`config.mk`:
```
export PLATFORM = sky130hd
export DESIGN_NAME = conv_out_buf
export DESIGN_NICKNAME = d
export VERILOG_FILES = /design/src/rtl/conv_out_buf.sv
export SDC_FILE = /design/constraint.sdc
export NUM_CORES = 2
export LEC_CHECK = 0
export CAP_MARGIN = 15
export CORE_MARGIN = 4
export CORE_UTILIZATION = 35
export CTS_CLUSTER_SIZE = 24
export DETAILED_ROUTE_END_ITERATION = 7
export SLEW_MARGIN = 20
export SYNTH_ARGS = -nofsm -noshare
export SYNTH_HDL_FRONTEND = slang
export SYNTH_SLANG_ARGS = --single-unit
```
`constraint.sdc`:
```
create_clock -name clk -period 24.2 [get_ports clk]
set_input_delay 3.63 -clock clk [delete_from_list [all_inputs] [get_ports clk]]
set_output_delay 3.63 -clock clk [all_outputs]
set_load 0.05 [all_outputs]
```
`src/rtl/conv_out_buf.sv`:
```
// Output buffer after the conv func unit: requantises each accumulated word,
// holds a full vector, then streams it to the next layer's loader.
module conv_out_buf #(
   parameter int output_size = 512,
   parameter int in_width    = 16,
   parameter int out_width   = 8,
   parameter int shift       = 4,
   parameter int relu_en     = 1
) (
   input  logic                 clk,
   input  logic                 rst,
   input  logic                 i_we,
   input  logic [in_width-1:0]  i_data,
   output logic                 o_busy,
   input  logic                 i_next_busy,
   output logic                 o_valid,
   input  logic                 i_ready,
   output logic [out_width-1:0] o_data,
   output logic                 o_last,
   output logic                 o_start,
   output logic                 o_err
);

   localparam int AW = $clog2(output_size);
   localparam int PW = AW + 1;
   localparam logic [PW-1:0] LAST = PW'(output_size - 1);

   localparam logic signed [in_width-1:0] QMAX =
      in_width'(2 ** (out_width - 1) - 1);
   localparam logic signed [in_width-1:0] QMIN =
      in_width'(-(2 ** (out_width - 1)));

   typedef enum logic [1:0] {
      FILL  = 2'd0,
      FULL  = 2'd1,
      DRAIN = 2'd2,
      START = 2'd3
   } state_t;

   state_t state, state_nx;

   logic [PW-1:0]        wr_ptr, rd_ptr;
   logic [out_width-1:0] mem [output_size];
   logic                 wr_ok, rd_acc;

   logic signed [in_width-1:0] t_sh, t_rl;
   logic [out_width-1:0]       q;

   assign wr_ok  = i_we && (state == FILL);
   assign rd_acc = (state == DRAIN) && i_ready;

   // Requantise: arithmetic shift, optional ReLU, saturate to out_width.
   always_comb begin
      t_sh = $signed(i_data) >>> shift;
      t_rl = t_sh;
      if (relu_en != 0 && t_sh[in_width-1])
         t_rl = '0;
      if (t_rl > QMAX)
         q = QMAX[out_width-1:0];
      else if (t_rl < QMIN)
         q = QMIN[out_width-1:0];
      else
         q = t_rl[out_width-1:0];
   end

   always_ff @(posedge clk) begin
      if (!rst && wr_ok)
         mem[wr_ptr[AW-1:0]] <= q;
   end

   always_ff @(posedge clk) begin
      if (rst) begin
         state  <= FILL;
         wr_ptr <= '0;
         rd_ptr <= '0;
         o_err  <= 1'b0;
      end else begin
         state <= state_nx;
         if (i_we && o_busy)
            o_err <= 1'b1;
         case (state)
            FILL: begin
               if (wr_ok)
                  wr_ptr <= wr_ptr + PW'(1);
            end
            FULL: begin
               rd_ptr <= '0;
            end
            DRAIN: begin
               if (rd_acc)
                  rd_ptr <= rd_ptr + PW'(1);
            end
            default: begin
               wr_ptr <= '0;
               rd_ptr <= '0;
            end
         endcase
      end
   end

   always_comb begin
      state_nx = state;
      case (state)
         FILL: begin
            if (wr_ok && wr_ptr == LAST)
               state_nx = FULL;
         end
         FULL: begin
            if (!i_next_busy)
               state_nx = DRAIN;
         end
         DRAIN: begin
            if (rd_acc && rd_ptr == LAST)
               state_nx = START;
         end
         START:   state_nx = FILL;
         default: state_nx = FILL;
      endcase
   end

   always_comb begin
      o_busy  = (state != FILL);
      o_valid = 1'b0;
      o_data  = '0;
      o_last  = 1'b0;
      o_start = (state == START);
      if (state == DRAIN) begin
         o_valid = 1'b1;
         o_data  = mem[rd_ptr[AW-1:0]];
         o_last  = (rd_ptr == LAST);
      end
   end

endmodule
```
==> qor.json <==
{
  "critical_path": {
    "worst_reg_to_reg_cells": 8,
    "cp-start-kind": "register",
    "crit_fanout": 79,
    "reg2reg_to": "mem[201][4]",
    "criticalPathCategory": "register to primary output",
    "worst_flop_to_flop_path_startpoint": "state[0]",
    "setup.worst_path.end_class": "primary output",
    "reg2reg_setup_slack_ns": 19.84,
    "worst_ep_required_time_ns": 20.57,
    "critical_path_arrival_ns": 8.64
  },
  "pwr": {
    "netSwitchingFraction_pct": 19.56,
    "vdd_ir_drop_max_uv": 57.26,
    "intPower_w": 0.01137,
    "share_clk_of_total_power_pct": 43.2,
    "power.static_leakage_nw": 53.54,
    "p_sw_w": 0.002766,
    "cellPowerDensity_nw_per_um2": 77.70,
    "p_seq_share_pct": 55.7,
    "p_comb_share_pct": 1.1
  },
  "sta": {
    "final-max-slew-violation-count": 0,
    "max-slew-margin-rel_pct": 17.88,
    "finClkSkew_ns": 0.05069,
    "fmax_mhz": 81.51,
    "finalHoldViolations": 0,
    "setup_viol": 0,
    "fin_crit_period_ns": 12.27,
    "totalNegativeSetupSlack_ns": 0,
    "finalHoldWorstSlack_ns": 0.5102,
    "rsz0062_at_grt": "false",
    "worstMarginPinSlew_ns": 1.232,
    "layout_worst_path_cycle_share_pct": 50.70
  },
  "floorplan": {
    "design.portCount": 34,
    "die_width_um": 685.9,
    "dieArea_sq_um": 470500,
    "placement_rows": 248,
    "initial_utilization_pct": 35.19,
    "core-area_sq_um": 457100,
    "fp.dieH_um": 685.9
  },
  "yosys": {
    "mean_instance_size_in_the_synthesized_netlist_sq_um": 21.35,
    "register_area_share_after_synthesis_pct": 76.87,
    "post-synth-top-area-cell": "edfxtp_1",
    "synth_area_leaders": "edfxtp_1 76%, mux4_2 12%, mux2i_1 2.2%",
    "synth.yosys.warnings": 0,
    "mappedNetlistArea_sq_um": 160800,
    "synthesized_instance_count": 7534,
    "register_bit_total_from_synthesis": 4128,
    "synth_cell_types": 72,
    "synthArstFlopShare_pct": 0,
    "number_of_flops_mapped_to_enable_cells_by_yosys": 4096,
    "post-synth-top-count-cell": "edfxtp_1",
    "synth.top_cells.by_count": "4,096 x edfxtp_1, 887 x mux4_2, 604 x nor2_1",
    "synth_top_flop_cell": "edfxtp_1",
    "synth.top_cell.area_share_pct": 76.47
  },
  "clock_network": {
    "ctsHoldBuffers": 0,
    "clk-insertion-delay-late_ns": 0.91,
    "numClockSinks": 4128,
    "root_buffer": "clkbuf_16",
    "clkSlewWorstSetupHoldPaths_ns": 0.06,
    "cts_setup_buffers": 0,
    "cts_inserted_buffers": 391,
    "maximum_buffer_depth_of_the_clock_tree": 4,
    "cts_tree": "yes",
    "htree_levels": 5,
    "postCtsResizedCells": 0
  },
  "worst_hold_path": {
    "holdCritPathClass": "register to register",
    "timing.hold.worst_path_depth": 2,
    "hold_path_startpoint": "rd_ptr[1]"
  },
  "finish": {
    "sequential_cell_area_sq_um": 123700,
    "final_layout_size_suffix_gt1_share_pct": 19.75,
    "fin_util_pct": 39.80,
    "fillers": 40000,
    "multiInputGateArea_sq_um": 36200,
    "layout.nets": 8185,
    "area_growth_syn_to_fin_pct": 13.11
  },
  "global_route": {
    "antenna_violations_before_repair": 20,
    "first_global_vias": 78840,
    "grt_max_degree": 200,
    "globalRouteOverflowTotal": 0,
    "groute.usage.overall_pct": 16.67,
    "grt_pass1_wl_um": 574500
  },
  "run": {
    "cap_violations": 0
  },
  "routing": {
    "drt.antenna.violating_nets": 0,
    "drt_pass1_iterations": 6,
    "vias": 77740,
    "avgRoutedWirePerCell_um": 27.44,
    "detail_route.wirelength_um": 400500,
    "drc": 0,
    "first_iter_violations": 9286,
    "avgViaCountPerCell": 5.325
  },
  "placed_design": {
    "globalplace.congestion": 0.8035,
    "post-dp-hpwl_um": 240700,
    "io_buffers": 29
  },
  "status": {
    "run_status": "completed"
  }
}
layout make-up:
type	count	share of cell area (%)
flip-flops and latches	4128	67.97
clock buffers	475	5.668
multi-input cells	3440	19.90
diodes	4	0.005502
repair buffers	183	0.9312
clock inverters	232	1.288
well taps	6125	4.212
inverters	11	0.02820
metrics by stage:
stage | instance area, sq um | total power [W] | setup WS [ns] | cells
2_1_floorplan | 162800 | 0.008159 | 5.857 | 8045
3_3_place_gp | 169200 | 0.008165 | 12.83 | 13890
3_5_place_dp | 169200 | 0.008177 | 12.82 | 13890
4_1_cts | 181800 | 0.01423 | 11.80 | 14590
5_1_grt | 181900 | 0.01455 | 11.40 | 14600
6_report | 181900 | 0.01414 | 11.93 | 14600
registers in the layout, indices dropped and copies added (netlist names), named ones only:
register  cells
wr_ptr       10
state         2
o_err         1
mem        4096
rd_ptr       10
per-layer routing:
layer  GRT usage (%)  routed length [um]
met1           22.94              162900
met2           26.86              192600
met3           3.224               31950
met4           5.169               13020
met5               0                  74
power groups by stage:
stage          clock network (W)  registers (W)   logic, W
2_1_floorplan                  0        0.00810  0.0000634
3_3_place_gp                   0        0.00802   0.000141
3_5_place_dp                   0        0.00802   0.000153
4_1_cts                  0.00621        0.00787   0.000152
5_1_grt                  0.00652        0.00787   0.000168
6_report                 0.00611        0.00787   0.000153
worst max-delay path by stage:
stage                     slack [ns]   endpoint       start  cells after the start
after floorplan                 5.86  mem[0][0]  i_data[13]                      4
after global placement         12.83  o_data[6]    register                     13
after detailed placement       12.82  o_data[0]    register                     11
after CTS                      11.80  o_data[6]    register                     13
after global routing           11.40  o_data[6]    register                     13
final                          11.93  o_data[6]    register                     13
layout by cell type, fill, tap and decap left out, drive strengths merged, types with 85 or more instances in the layout:
cell type	count
a21oi	110
a22oi	108
buf	154
clkbuf	475
clkinv	152
conb	512
edfxtp	4096
mux2i	357
mux4	943
nand2	140
nor2	604
o21ai	85
o221ai	124
kinds of logic after synthesis:
kind of cell	count (synthesis)	share of synthesized area, %
flops	4128	76.87
mux	1300	15.56
simple gates	928	2.442
compound gates	676	2.953
buf+inv	477	2.029
xor+xnor	15	0.08168
fa+ha+maj	9	0.07001
other cells	1	0.002331
critical path, stage by stage (launching register included):
cell             delay (ns)
dfxtp_4                0.70
buf_12                 0.53
buf_4                  0.72
buf_12                 0.57
buf_4                  0.74
buf_4                  0.82
mux4_2                 0.41
a2111oi_0              0.11
nor2_1                 0.16
o21ai_0                0.17
nor4_1                 0.59
nand4_1                0.38
o211ai_1               0.60
clkdlybuf4s50_1        0.96
No activity file was read; power rests on OpenSTA's default activity.
